[src/rtl/render_fetch_arbiter.sv]
// Arbitrates the single-port grid RAM between the sim engine and a per-scanline row prefetch
// into a ping-pong line buffer, and drives the per-pixel cell fields to the color mapper.
module render_fetch_arbiter #(
    parameter int GRID_W      = 80,
    parameter int GRID_H      = 60,
    parameter int CELL_SHIFT  = 3,
    parameter int SIGNAL_bits = 10,
    parameter int FAIR_N      = 4,
    parameter int ADDR_W      = 13
) (
    input  logic                   Clk,
    input  logic                   Reset_n,
    input  logic                   line_start,
    input  logic [5:0]             next_row,
    input  logic [9:0]             DrawX,
    input  logic                   disp_en,
    input  logic                   sim_req,
    input  logic                   sim_we,
    input  logic [ADDR_W-1:0]      sim_addr,
    input  logic [SIGNAL_bits+2:0] sim_wdata,
    output logic                   sim_gnt,
    output logic [SIGNAL_bits+2:0] sim_rdata,
    output logic                   sim_rvalid,
    output logic [ADDR_W-1:0]      ram_addr,
    output logic                   ram_we,
    output logic [SIGNAL_bits+2:0] ram_wdata,
    input  logic [SIGNAL_bits+2:0] ram_rdata,
    output logic                   renderAnt,
    output logic                   renderSugar,
    output logic                   renderNest,
    output logic [SIGNAL_bits-1:0] renderSignal,
    output logic                   fetch_overrun
);

    localparam int DATA_W = SIGNAL_bits + 3;
    localparam int COL_W  = $clog2(GRID_W);
    localparam int K_W    = (FAIR_N > 1) ? $clog2(FAIR_N) : 1;
    localparam logic [COL_W-1:0] LAST_COL = COL_W'(GRID_W - 1);
    localparam logic [K_W-1:0]   SIM_SLOT = K_W'(FAIR_N - 1);

    typedef enum logic [1:0] {
        IDLE  = 2'd0,
        FETCH = 2'd1,
        DRAIN = 2'd2
    } state_t;

    state_t            state;
    logic [COL_W-1:0]  col;
    logic [K_W-1:0]    k;
    logic [5:0]        fetch_row;
    logic [5:0]        front_row;
    logic [5:0]        back_row;
    logic [ADDR_W-1:0] row_base;
    logic              front_valid;
    logic              back_valid;
    logic              back_blank;
    logic              front_sel;

    logic              sim_slot;
    logic              render_issue;
    logic              row_in_grid;
    logic [5:0]        front_row_nxt;

    logic              issue_vld_p0;
    logic [COL_W-1:0]  issue_col_p0;
    logic              issue_buf_p0;

    logic              rd_pend;
    logic [DATA_W-1:0] rdata_hold;

    logic [DATA_W-1:0] line_buf [2][GRID_W];

    logic [9:0]        draw_col;
    logic              draw_in_grid;
    logic [DATA_W-1:0] cell_word;

    assign sim_slot    = (k == SIM_SLOT);
    assign row_in_grid = (int'(next_row) < GRID_H);

    // Front row as it will be after the swap step of this line_start.
    always_comb begin
        front_row_nxt = front_row;
        if (back_valid)
            front_row_nxt = back_row;
        else if (back_blank)
            front_row_nxt = '1;
    end

    // Grant decision; everything is held off while reset is asserted.
    always_comb begin
        sim_gnt      = 1'b0;
        render_issue = 1'b0;
        if (Reset_n) begin
            case (state)
                IDLE:  sim_gnt = sim_req;
                FETCH: begin
                    sim_gnt      = sim_req && sim_slot;
                    render_issue = !(sim_req && sim_slot) && !line_start;
                end
                DRAIN: sim_gnt = sim_req;
                default: ;
            endcase
        end
    end

    always_comb begin
        ram_addr  = '0;
        ram_we    = 1'b0;
        ram_wdata = '0;
        if (sim_gnt) begin
            ram_addr  = sim_addr;
            ram_we    = sim_we;
            ram_wdata = sim_wdata;
        end else if (render_issue) begin
            ram_addr = row_base + ADDR_W'(col);
        end
    end

    always_ff @(posedge Clk or negedge Reset_n) begin
        if (!Reset_n) begin
            state         <= IDLE;
            col           <= '0;
            k             <= '0;
            fetch_row     <= '1;
            front_row     <= '1;
            back_row      <= '1;
            row_base      <= '0;
            front_valid   <= 1'b0;
            back_valid    <= 1'b0;
            back_blank    <= 1'b0;
            front_sel     <= 1'b0;
            fetch_overrun <= 1'b0;
        end else begin
            fetch_overrun <= 1'b0;
            if (line_start) begin
                if (back_valid) begin
                    front_sel   <= ~front_sel;
                    front_row   <= back_row;
                    front_valid <= 1'b1;
                    back_valid  <= 1'b0;
                end else if (back_blank) begin
                    front_row   <= '1;
                    front_valid <= 1'b0;
                end
                back_blank    <= 1'b0;
                fetch_overrun <= (state != IDLE);
                if (row_in_grid && (next_row != front_row_nxt)) begin
                    state     <= FETCH;
                    col       <= '0;
                    k         <= '0;
                    fetch_row <= next_row;
                    row_base  <= ADDR_W'(next_row) * ADDR_W'(GRID_W);
                end else begin
                    state      <= IDLE;
                    back_blank <= !row_in_grid;
                end
            end else begin
                case (state)
                    FETCH: begin
                        k <= sim_slot ? '0 : k + 1'b1;
                        if (render_issue) begin
                            col <= col + 1'b1;
                            if (col == LAST_COL)
                                state <= DRAIN;
                        end
                    end
                    DRAIN: begin
                        back_valid <= 1'b1;
                        back_row   <= fetch_row;
                        state      <= IDLE;
                    end
                    default: ;
                endcase
            end
        end
    end

    // p0: render read tag, lines up with ram_rdata one cycle after issue
    always_ff @(posedge Clk or negedge Reset_n) begin
        if (!Reset_n)
            issue_vld_p0 <= 1'b0;
        else
            issue_vld_p0 <= render_issue;
    end

    always_ff @(posedge Clk) begin
        issue_col_p0 <= col;
        issue_buf_p0 <= ~front_sel;
    end

    always_ff @(posedge Clk) begin
        if (issue_vld_p0)
            line_buf[issue_buf_p0][issue_col_p0] <= ram_rdata;
    end

    // Sim read return; rdata_hold keeps the last word between reads.
    always_ff @(posedge Clk or negedge Reset_n) begin
        if (!Reset_n) begin
            rd_pend    <= 1'b0;
            rdata_hold <= '0;
        end else begin
            rd_pend <= sim_gnt && !sim_we;
            if (rd_pend)
                rdata_hold <= ram_rdata;
        end
    end

    assign sim_rvalid = rd_pend;
    assign sim_rdata  = rd_pend ? ram_rdata : rdata_hold;

    // p1: per-pixel lookup into the front buffer
    assign draw_col     = DrawX >> CELL_SHIFT;
    assign draw_in_grid = (int'(draw_col) < GRID_W);
    assign cell_word    = line_buf[front_sel][draw_col[COL_W-1:0]];

    always_ff @(posedge Clk or negedge Reset_n) begin
        if (!Reset_n)
            {renderAnt, renderSugar, renderNest, renderSignal} <= '0;
        else if (disp_en && draw_in_grid && front_valid)
            {renderAnt, renderSugar, renderNest, renderSignal} <= cell_word;
        else
            {renderAnt, renderSugar, renderNest, renderSignal} <= '0;
    end

endmodule

[config.mk]
export PLATFORM = sky130hd
export DESIGN_NAME = render_fetch_arbiter
export DESIGN_NICKNAME = d
export VERILOG_FILES = /design/src/rtl/render_fetch_arbiter.sv
export SDC_FILE = /design/constraint.sdc
export NUM_CORES = 2
export LEC_CHECK = 0
export CAP_MARGIN = 0
export CORE_MARGIN = 2
export CORE_UTILIZATION = 60
export DETAILED_ROUTE_END_ITERATION = 10
export PLACE_DENSITY = 0.77
export SYNTH_ARGS = -nofsm -noshare
export SYNTH_HDL_FRONTEND = slang
export SYNTH_SLANG_ARGS = --single-unit
[constraint.sdc]
create_clock -name Clk -period 3.1 [get_ports Clk]
set_input_delay 0.465 -clock Clk [delete_from_list [all_inputs] [get_ports Clk]]
set_output_delay 0.465 -clock Clk [all_outputs]
set_load 0.05 [all_outputs]
==> summary.txt <==
Outcome
  • Status: finished with violations
  • Failing checks: setup timing

Critical path
  • Crit path launch type: register
  • Worst setup EP type: primary output
  • CP Launch Point: row_base[4]$_DFFE_PN0P_
  • Worst Path Max Fanout: 3
  • Crit Path Class: reg2out
  • Cell Chain, Critical Path: ha_2, inv_1, fa_2, nor2b_1, o21a_1, nand3_1, xor2_1, o21ai_2, buf_12
  • Crit path DAT: 2.69 ns
  • Critical Path RT: 2.63 ns
  • Reg2Reg Launch Point: front_sel$_DFFE_PN0P_
  • Slowest cell on crit path: dfrtp_1
  • Max stage delay on crit path: 0.38 ns
  • Reg2Reg Depth: 12

Power and ir drop
  • Internal power component: 49.2 mW
  • PwrDens: 645 nW/um2
  • P_leak: 33.2 nW
  • Sw frac: 0.232
  • VDD IR-drop max: 0.000542 V
  • Sw Pwr: 14.9 mW
  • Logic pwr share: 0.113
  • Clock power share: 0.383
  • Flop pwr share: 0.504

Timing
  • Worst-margin pin slew: 1.14 ns
  • Max Clk Rate: 0.317 GHz
  • Fin. max-slew vios: 0
  • Fin Setup TNS: -0.192 ns
  • Endpoints failing hold: 0
  • Final setup violation count: 6
  • RSZ-0062 raised after global routing: true
  • Skew final: 0.0444 ns
  • Period utilization: 1.02
  • Worst Slack Setup Final: -0.0513 ns
  • Minimum clock period: 3.15 ns
  • Max-slew headroom: 0.241

Clock network
  • CTS max path bufs: 3
  • Worst-path clk slew: 0.06 ns
  • CTS Buf Count: 203
  • Worst-Skew Late Latency: 0.86 ns
  • CTS tree: built
  • Root buf cell: clkbuf_16
  • CTS H-Tree Depth: 4
  • TritonCTS Sinks: 2159

Route
  • Vias per cell: 6.73
  • Antenna-violating nets left: 0
  • Initial DRT Pass Iterations: 7
  • WL final: 234 mm
  • Drc violations: 0
  • Vias: 46.6k
  • Avg WL per Cell: 33.8 um
  • Iter 0 DRT Violations: 6890

Worst hold path
  • Worst Hold Launch: ram_rdata[12]
  • Hold Path Cell Cnt: 1
  • Hold/Removal Path Class: in2reg

Synth
  • Synth Flop Type: edfxtp_1
  • Post-synth top cells: 2080 x edfxtp_1, 399 x mux4_2, 266 x mux2i_1, 234 x nor2_1, 163 x a22oi_1
  • Top-count cell post-synth: edfxtp_1
  • Syn Area/Cell: 20.2 um2
  • Synth unique cells: 69
  • Synth area leader: edfxtp_1
  • Synth Instances: 4151
  • Area share of the largest cell type after synthesis: 0.745
  • Synth Register Bits: 2159
  • EDFF count, synth: 2080
  • Area contributors post-synth: edfxtp_1 74%, mux4_2 11%, mux2i_1 3.2%
  • Synthesized Nets: 4227
  • Post-synthesis async set-or-reset flop share: 0.0329
  • Synthesis warning total: 0
  • Register area share after synthesis: 0.768
  • Synthesized area: 83900 um2

Floorplanning
  • Die X: 378 um
  • Initial core utilization: 0.603
  • Die area: 143000 um2
  • Io pins: 117
  • Core area: 139000 um2
  • Die Y: 378 um
  • FP Rows: 137

GRT
  • Total track usage: 0.328
  • Largest net degree at the start of global routing: 161
  • First-pass GRT wire length: 329 mm
  • Gr ovfl total: 0
  • Number of global-route vias before repair: 46.1k
  • Antenna violations before repair: 8

Placed design
  • Hpwl dp: 142 mm
  • Gpl congestion: 0.966
  • PortBufs: 113

Layout
  • Nets: 4967
  • Fill count: 7949
  • Area delta synth->final: 18.5%
  • Layout cells sized above 1: 0.303
  • Util after Layout: 0.714

Job
  • Max-Cap Viols: 0
[worst paths after layout]
| check | end | slack (ns) |
|---|---|---|
| setup reg to reg | renderSignal[9]$_DFF_PN0_ | -0.04 |
| hold / removal | line_buf[1][454]$_DFFE_PP_ | 0.05 |
| max in group asynchronous | front_sel$_DFFE_PN0P_ | 1.71 |
| hold reg to reg | issue_col_p0[6]$_DFF_P_ | 0.48 |
| setup / recovery | ram_addr[10] | -0.05 |
| min in group asynchronous | row_base[6]$_DFFE_PN0P_ | 0.51 |
[power by group through the flow]
stage                     sequential (mW)  combinational, mW  clock, mW
after floorplan                      32.9               3.60          0
after global placement               32.9               6.16          0
after detailed placement             32.9               6.25          0
after CTS                            32.3               6.67       24.7
after global routing                 32.3               7.49       25.7
final                                32.3               7.22       24.6
[cell usage in the layout (no fill, tap or decap), types with 10 or more instances in the layout]
cell	netlist	final
inv_1	16	15
buf_12	0	93
dfrtp_1	53	51
xnor2_1	12	12
and2_1	27	27
edfxtp_1	2080	2080
buf_16	0	10
clkbuf_1	64	36
nand2_1	142	139
buf_4	38	542
clkdlybuf4s50_1	0	55
nand4_1	50	50
dfstp_2	18	18
ha_1	13	12
nor3_1	21	15
nor2b_1	19	14
nand3_1	79	78
buf_6	15	22
a22o_1	12	11
o21ai_0	28	14
mux2_2	47	47
o21ai_1	3	12
o211ai_1	14	14
mux4_2	399	399
bufinv_16	0	17
a21oi_1	31	27
mux2i_1	266	266
a32oi_1	17	15
a22oi_1	163	138
clkinv_1	1	36
clkbuf_16	0	213
and3_1	15	15
o22ai_1	31	30
a22oi_2	0	25
clkinv_2	0	37
nand2b_1	10	10
nor2_1	234	231
[sequential cells by signal, indices dropped and copies added (netlist names), 2 cells and up]
name and cells:
back_row 6, line_buf 2080, fetch_row 6, state 2, row_base 9, k 2
renderSignal 10, rdata_hold 13, front_row 6, issue_col_p0 7, col 7
[logic make-up after synthesis]
logic type,Yosys count,share of synthesized area
and+or+nand+nor,641,0.0356
DFF,2159,0.768
xor gates and xnor gates,22,0.00230
adders and majority gates,15,0.00242
buffers and inverters,231,0.0146
AOI/OAI and AO/OA,371,0.0320
muxes,712,0.145
[stage by stage]
step	hold WS, ns	area, um2	power (mW)	std cells	setup WS, ns
2_1_floorplan	0.169	83900	36.5	4151	0.0303
3_3_place_gp	0.450	91400	39.1	6478	-0.450
3_5_place_dp	0.449	91400	39.2	6478	-0.473
4_1_cts	0.0224	98500	63.6	6873	-0.161
5_1_grt	0.0472	99400	65.5	6927	-0.180
6_report	0.0519	99400	64.1	6928	-0.0513
[area by class of cell]
class	count	area, um2	share of cell area
tap	1876	2350	0.0236
timing repair buffer	748	7400	0.0745
multi-input combinational	1761	18600	0.188
clock buffer	251	5410	0.0545
clock inverter	114	1100	0.0111
inverter	18	70.1	0.000705
sequential	2159	64400	0.648
antenna	1	2.50	0.0000252
[layer usage]
layer,GRT usage,vias up,routed length (um)
li1,-,18601,-
met1,0.444,23873,81200
met2,0.513,3481,111000
met3,0.0808,631,29800
met4,0.148,16,12000
met5,0,-,102
[critical path: cells and delay by family (launching register included)]
kind | cells | cell delay (ns)
xor+xnor | 1 | 0.18
flops | 1 | 0.38
buf+inv | 2 | 0.21
compound gates | 2 | 0.34
simple gates | 2 | 0.23
fa+ha+maj | 2 | 0.53
[timing repair]
| item | CTS | global route |
|---|---|---|
| gates resized for setup | 55 | 89 |
| pin swaps | 10 | 45 |
| setup buffers | 16 | 48 |
| hold endpoints to repair | 56 | 0 |
| hold buffers | 9 | 0 |
| endpoints found under the setup margin | 28 | 26 |
| gates cloned | 5 | 7 |
No activity file was read; power rests on OpenSTA's default activity.
